==> src/rtl/mem_access_sequencer.sv <==
// Data-memory access sequencer for the MEM stage: checks legality/alignment, places store lanes,
// handshakes with data memory and extends load results. Optional ACCESS timeout under MEM_TIMEOUT_EN.
module mem_access_sequencer #(
   parameter int TIMEOUT_CYCLES = 16
) (
   input  logic        clk,
   input  logic        rst_n,
   input  logic        valid_in,
   input  logic        mem_read_control,
   input  logic        mem_write_control,
   input  logic [2:0]  funct3,
   input  logic [31:0] addr,
   input  logic [31:0] wdata,
   output logic        dmem_req,
   output logic        dmem_we,
   output logic [31:0] dmem_addr,
   output logic [31:0] dmem_wdata,
   output logic [3:0]  dmem_be,
   input  logic        dmem_ack,
   input  logic [31:0] dmem_rdata,
   output logic        stall,
   output logic        done,
   output logic [31:0] load_data,
   output logic        err
);

   typedef enum logic [1:0] {
      S_IDLE,
      S_ACCESS,
      S_DONE,
      S_ERR
   } state_e;

   state_e      state_q;
   logic        dmem_req_q;
   logic        dmem_we_q;
   logic [31:0] dmem_addr_q;
   logic [31:0] dmem_wdata_q;
   logic [3:0]  dmem_be_q;
   logic        done_q;
   logic        err_q;
   logic [31:0] load_data_q;
   logic [2:0]  f3_q;
   logic [1:0]  off_q;

   logic        rd;
   logic        wr;
   logic        req_ok;
   logic        req_bad;

   function automatic logic is_legal(input logic r, input logic w, input logic [2:0] f3);
      logic ok;
      ok = 1'b0;
      if (r) begin
         ok = f3 inside {3'b000, 3'b001, 3'b010, 3'b100, 3'b101};
      end else if (w) begin
         ok = f3 inside {3'b000, 3'b001, 3'b010};
      end
      return ok;
   endfunction

   function automatic logic is_aligned(input logic [2:0] f3, input logic [1:0] off);
      logic ok;
      case (f3[1:0])
         2'b01:   ok = ~off[0];
         2'b10:   ok = (off == 2'b00);
         default: ok = 1'b1;
      endcase
      return ok;
   endfunction

   function automatic logic [3:0] lane_be(input logic [2:0] f3, input logic [1:0] off);
      logic [3:0] be;
      case (f3[1:0])
         2'b00:   be = 4'b0001 << off;
         2'b01:   be = 4'b0011 << off;
         default: be = 4'b1111;
      endcase
      return be;
   endfunction

   function automatic logic [31:0] lane_wdata(input logic [2:0] f3, input logic [31:0] d);
      logic [31:0] q;
      case (f3[1:0])
         2'b00:   q = {4{d[7:0]}};
         2'b01:   q = {2{d[15:0]}};
         default: q = d;
      endcase
      return q;
   endfunction

   // Shift the addressed lane down to bit 0, then sign- or zero-extend by access size.
   function automatic logic [31:0] extend_load(input logic [2:0] f3, input logic [1:0] off,
                                               input logic [31:0] rdata);
      logic [31:0] sh;
      logic [31:0] q;
      sh = rdata >> {off, 3'b000};
      case (f3)
         3'b000:  q = {{24{sh[7]}}, sh[7:0]};
         3'b001:  q = {{16{sh[15]}}, sh[15:0]};
         3'b100:  q = {24'h000000, sh[7:0]};
         3'b101:  q = {16'h0000, sh[15:0]};
         default: q = rdata;
      endcase
      return q;
   endfunction

   assign rd      = mem_read_control;
   assign wr      = mem_write_control;
   assign req_ok  = valid_in & (rd ^ wr) & is_legal(rd, wr, funct3) & is_aligned(funct3, addr[1:0]);
   assign req_bad = valid_in & (rd | wr) & ~req_ok;

   assign stall      = ((state_q == S_IDLE) & req_ok) | (state_q == S_ACCESS);
   assign dmem_req   = dmem_req_q;
   assign dmem_we    = dmem_we_q;
   assign dmem_addr  = dmem_addr_q;
   assign dmem_wdata = dmem_wdata_q;
   assign dmem_be    = dmem_be_q;
   assign done       = done_q;
   assign err        = err_q;
   assign load_data  = load_data_q;

`ifdef MEM_TIMEOUT_EN
   localparam int CNT_W = $clog2(TIMEOUT_CYCLES + 1);
   localparam logic [CNT_W-1:0] CNT_LAST = CNT_W'(TIMEOUT_CYCLES - 1);

   logic [CNT_W-1:0] cnt_q;
   logic [CNT_W-1:0] cnt_d;
   logic             expire;

   assign expire = (cnt_q == CNT_LAST);
   assign cnt_d  = cnt_q + 1'b1;
`else
   // Without the timeout feature the depth parameter has no consumer.
   localparam int unused_timeout_cycles = TIMEOUT_CYCLES;
`endif

   always_ff @(posedge clk or negedge rst_n) begin
      if (!rst_n) begin
         state_q      <= S_IDLE;
         dmem_req_q   <= 1'b0;
         dmem_we_q    <= 1'b0;
         dmem_addr_q  <= 32'h0;
         dmem_wdata_q <= 32'h0;
         dmem_be_q    <= 4'h0;
         done_q       <= 1'b0;
         err_q        <= 1'b0;
         load_data_q  <= 32'h0;
         f3_q         <= 3'b000;
         off_q        <= 2'b00;
`ifdef MEM_TIMEOUT_EN
         cnt_q        <= '0;
`endif
      end else begin
         done_q <= 1'b0;
         err_q  <= 1'b0;
         case (state_q)
            S_IDLE: begin
               if (req_ok) begin
                  state_q      <= S_ACCESS;
                  dmem_req_q   <= 1'b1;
                  dmem_we_q    <= wr;
                  dmem_addr_q  <= {addr[31:2], 2'b00};
                  dmem_be_q    <= lane_be(funct3, addr[1:0]);
                  dmem_wdata_q <= wr ? lane_wdata(funct3, wdata) : 32'h0;
                  f3_q         <= funct3;
                  off_q        <= addr[1:0];
`ifdef MEM_TIMEOUT_EN
                  cnt_q        <= '0;
`endif
               end else if (req_bad) begin
                  state_q <= S_ERR;
                  err_q   <= 1'b1;
               end
            end
            S_ACCESS: begin
               // An ack in the expiry cycle still completes the access.
               if (dmem_ack) begin
                  state_q    <= S_DONE;
                  dmem_req_q <= 1'b0;
                  done_q     <= 1'b1;
                  if (!dmem_we_q) begin
                     load_data_q <= extend_load(f3_q, off_q, dmem_rdata);
                  end
`ifdef MEM_TIMEOUT_EN
               end else if (expire) begin
                  state_q    <= S_ERR;
                  dmem_req_q <= 1'b0;
                  err_q      <= 1'b1;
               end else begin
                  cnt_q <= cnt_d;
`endif
               end
            end
            S_DONE:  state_q <= S_IDLE;
            S_ERR:   state_q <= S_IDLE;
            default: state_q <= S_IDLE;
         endcase
      end
   end

endmodule

==> config.mk <==
export PLATFORM = sky130hd
export DESIGN_NAME = mem_access_sequencer
export DESIGN_NICKNAME = d
export VERILOG_FILES = /design/src/rtl/mem_access_sequencer.sv
export SDC_FILE = /design/constraint.sdc
export NUM_CORES = 1
export LEC_CHECK = 0
export CAP_MARGIN = 20
export CELL_PAD_IN_SITES_DETAIL_PLACEMENT = 1
export CELL_PAD_IN_SITES_GLOBAL_PLACEMENT = 1
export CORE_MARGIN = 1
export CORE_UTILIZATION = 30
export DETAILED_ROUTE_END_ITERATION = 7
export PLACE_DENSITY_LB_ADDON = 0.1
export SLEW_MARGIN = 20
export SYNTH_ARGS = -nofsm -noshare
export SYNTH_HDL_FRONTEND = slang
export SYNTH_SLANG_ARGS = --single-unit
export TNS_END_PERCENT = 50
==> constraint.sdc <==
create_clock -name clk -period 1.8 [get_ports clk]
set_input_delay 0.36 -clock clk [delete_from_list [all_inputs] [get_ports clk]]
set_output_delay 0.36 -clock clk [all_outputs]
set_load 0.05 [all_outputs]
==> flow_metrics.tcl <==
set metrics [dict create \
    path_cells "buf_6 > buf_8 > inv_16 > ha_4 > inv_2 > a221oi_2 > buf_4 > or3_4 > a21oi_4 > buf_12" \
    drt-total-wl_mm 19.5 \
    min_from "funct3[1]" \
    fmax_mhz 475 \
    worstHoldEndpoint "f3_q[1]" \
    hold_viol 0 \
    ys_seq_elements 109 \
    clock_sinks 109 \
    rsz0062_at_grt "true" \
    grt_pass1_wl_mm 29.3 \
    pwr-share-clk 0.120 \
    synthAdderAreaFrac 0.00947 \
    final_max_slew_viol_count 0 \
    avgViaCountPerCell 4.95 \
    critPathLaunchType "input pin" \
    dp_hpwl_mm 12.8 \
    crit_required_ns 1.44 \
    grt_pass1_vias 5283 \
    n_fill_cell 1840 \
    firstDrtPassIters 6 \
    grt_max_degree 34 \
    die_w_um 135 \
    max_stage_delay_ns 0.39 \
    cts.htree.levels 3 \
    gp_congestion 0.797 \
    area_growth_pct 66.4 \
    cts_tree "yes" \
    status "complete, but fails checks" \
    synth_cell_type_count 41 \
    fin_nets 836 \
    seqPwrFrac 0.276 \
    cts_root_buf "clkbuf_16" \
    met2_usage 0.363 \
    ant_nets 0 \
    cts_max_path_buffers 2 \
    cp_max_fo 3 \
    synth-xor-area-share 0 \
    synth_mux_area_frac 0.127 \
    syn_inst 469 \
    insertion_delay_ns 0.35 \
    die-area_um2 18200 \
    p_sw_frac 0.488 \
    hp-class "in2reg" \
    r2r-end "dmem_wdata[31]" \
    fin_ws_ns -0.303 \
    drv_cap 0 \
    netlist_area_um2 5290 \
    cts_made_buffers 9 \
    internal-power_uw 8380 \
    p_switching_uw 7980 \
    grt_util_met1 0.266 \
    drt_iter0_markers 170 \
    wl_per_cell_um 20.3 \
    finalCritPeriodShare 1.17 \
    ys.warnings.count 0 \
    overflow 0 \
    finalSetupViolCount 70 \
    busiest_layer "met2" \
    grt_use_total 0.212 \
    slowest_stage "or3_4" \
    regArea_um2 2730 \
    r2r_slack_ns 0.02 \
    synth_compound_area_frac 0.200 \
    arrival_ns 1.74 \
    route.detailed.drc 0 \
    synth_top_family_by_area "compound AO/OA/AOI/OAI gates" \
    die_h_um 135 \
    core_area_um2 17200 \
    path_clk_slew_ns 0.07 \
    setup_tns_ns -7.41 \
    drive_gt1_frac 0.390 \
    multiInputGateArea_um2 2610 \
    fin_util 0.510 \
    r2r_cells 4 \
    portBuffers 207 \
    power_density_nw_per_um2 1860 \
    syn_avg_cell_area_um2 11.3 \
    critPathKind "in2out" \
    p_leak_uw 0.00393 \
    ir_drop_v 0.00101 \
    rows 48 \
    use_met3 0.0503 \
    combPwrFrac 0.604 \
    hold_path_depth 3 \
    fin_skew_ns 0.00780 \
    r2r_start "state_q[0]" \
    post-route-min-period_ns 2.10 \
    seq_area_frac_synth 0.516 \
    violations "negative setup slack" \
    antenna_found_initial 2 \
    yosys.area_share.simple 0.0892 \
    ioPinCount 210 \
    initial_core_util 0.307 \
    cp-end-kind "output port" \
    vias 4735 \
]
[worst max-delay path, delay by kind of cell]
| kind | cells | cell delay [ns] |
|---|---|---|
| fa+ha+maj | 1 | 0.18 |
| simple gates | 1 | 0.39 |
| buf+inv | 6 | 0.61 |
| compound gates | 2 | 0.19 |
[how the worst max path moves through the flow]
stage                          from       endpoint  slack [ns]  cells past startpoint
after floorplan           funct3[1]          stall       -0.23                      8
after global placement    funct3[1]  dmem_addr[27]       -0.85                     10
after detailed placement  funct3[1]  dmem_addr[15]       -0.89                     10
after CTS                 funct3[1]          stall       -0.35                     10
after global routing      funct3[1]          stall       -0.34                     10
final                     funct3[1]          stall       -0.30                     10
[Yosys cell counts, drive strengths merged]
library cell / instances / area [um2]
dfrtp: 109 / 2730
mux2: 39 / 447
nand2: 37 / 139
nor2: 31 / 116
o21ai: 31 / 155
o2bb2ai: 31 / 390
a21oi: 25 / 125
o22ai: 23 / 144
clkbuf: 21 / 78.8
mux2i: 20 / 200
buf: 19 / 160
inv: 18 / 67.6
a211oi: 9 / 72.6
a22oi: 8 / 60.1
nor3b: 8 / 60.1
a2bb2oi: 7 / 61.3
and3: 6 / 37.5
ha: 4 / 50.1
nand2b: 4 / 25.0
nand3b: 2 / 15.0
nor2b: 2 / 12.5
nor3: 2 / 10.0
or2: 2 / 12.5
or3: 2 / 12.5
or4: 2 / 18.8
a221oi: 1 / 15.0
a31oi: 1 / 6.26
conb: 1 / 3.75
mux4: 1 / 22.5
nor4: 1 / 12.5
o211ai: 1 / 21.3
o31ai: 1 / 7.51
[cell usage in the layout (no fill, tap or decap), types with 3 or more instances in the layout]
cell type	synthesis	layout
a21oi_1	25	24
nand2_1	37	37
nand2b_1	4	3
clkinv_2	0	3
o2bb2ai_1	12	7
clkbuf_16	0	11
buf_8	0	3
ha_4	0	4
inv_1	18	13
mux2i_1	20	20
a2bb2oi_1	7	7
mux2_4	2	39
buf_6	9	7
buf_16	0	9
a22oi_1	8	8
and3_1	6	6
o2bb2ai_2	19	18
inv_2	0	3
nor3b_1	8	8
clkdlybuf4s50_1	0	95
a211oi_1	8	8
buf_4	4	151
buf_12	0	12
dlygate4sd2_1	0	4
o2bb2ai_4	0	6
o21ai_0	31	31
o22ai_1	23	22
dfrtp_1	109	109
nor2_1	31	30
[cell type report]
type | instances | share of cell area
timing repair buffer | 286 | 0.320
tap | 225 | 0.0320
multi-input combinational | 303 | 0.296
clock buffer | 10 | 0.0260
inverter | 18 | 0.00982
clock inverter | 5 | 0.00597
antenna | 1 | 0.000284
sequential | 109 | 0.310
[power by group through the flow]
stage	combinational [uW]	clock [uW]	sequential, uW
after CTS	9590	2040	4480
after global routing	10400	2100	4700
after global placement	9280	0	4440
after floorplan	2380	0	8220
after detailed placement	9420	0	4470
final	9880	1970	4510
[routing by layer]
metal	part of all wire	vias to the layer above
met1	0.43	2371
met4	0.013	2
li1	-	2204
met5	0.00067	-
met2	0.50	138
met3	0.060	20
[sequential cells by signal, summed over array words and instances, names as in the netlist, 2 cells and up]
name,flops
dmem_wdata,32
load_data,32
dmem_addr,30
dmem_be,4
f3_q,3
off_q,2
state_q,2
[stage by stage]
| stage | hold WS [ns] | cell area [um2] | total power (uW) | setup WS, ns | cells |
|---|---|---|---|---|---|
| floorplan | 0.0644 | 5400 | 10600 | -0.232 | 470 |
| global placement | 0.330 | 7750 | 13700 | -0.849 | 917 |
| detailed placement | 0.337 | 7750 | 13900 | -0.895 | 917 |
| CTS | 0.356 | 8510 | 16100 | -0.351 | 952 |
| global route | 0.365 | 8790 | 17200 | -0.337 | 956 |
| finish | 0.369 | 8800 | 16400 | -0.303 | 957 |
[cell families (layout without fill, tap and decap cells)]
family | after synthesis | in the layout
fa+ha+maj | 4 | 4
other cells | 1 | 3
simple gates | 99 | 99
buf+inv | 58 | 319
flops | 109 | 109
mux | 60 | 60
compound gates | 138 | 138
[what timing repair did]
action | in CTS | in global routing
buffers inserted | 10 | 4
pin swaps | 15 | 4
hold buffers | 1 | 0
gates resized for setup | 54 | 46
setup endpoints to repair | 77 | 86
gates cloned | 9 | 2
hold endpoints to repair | 24 | 0
(Power assumes the default switching activity.)
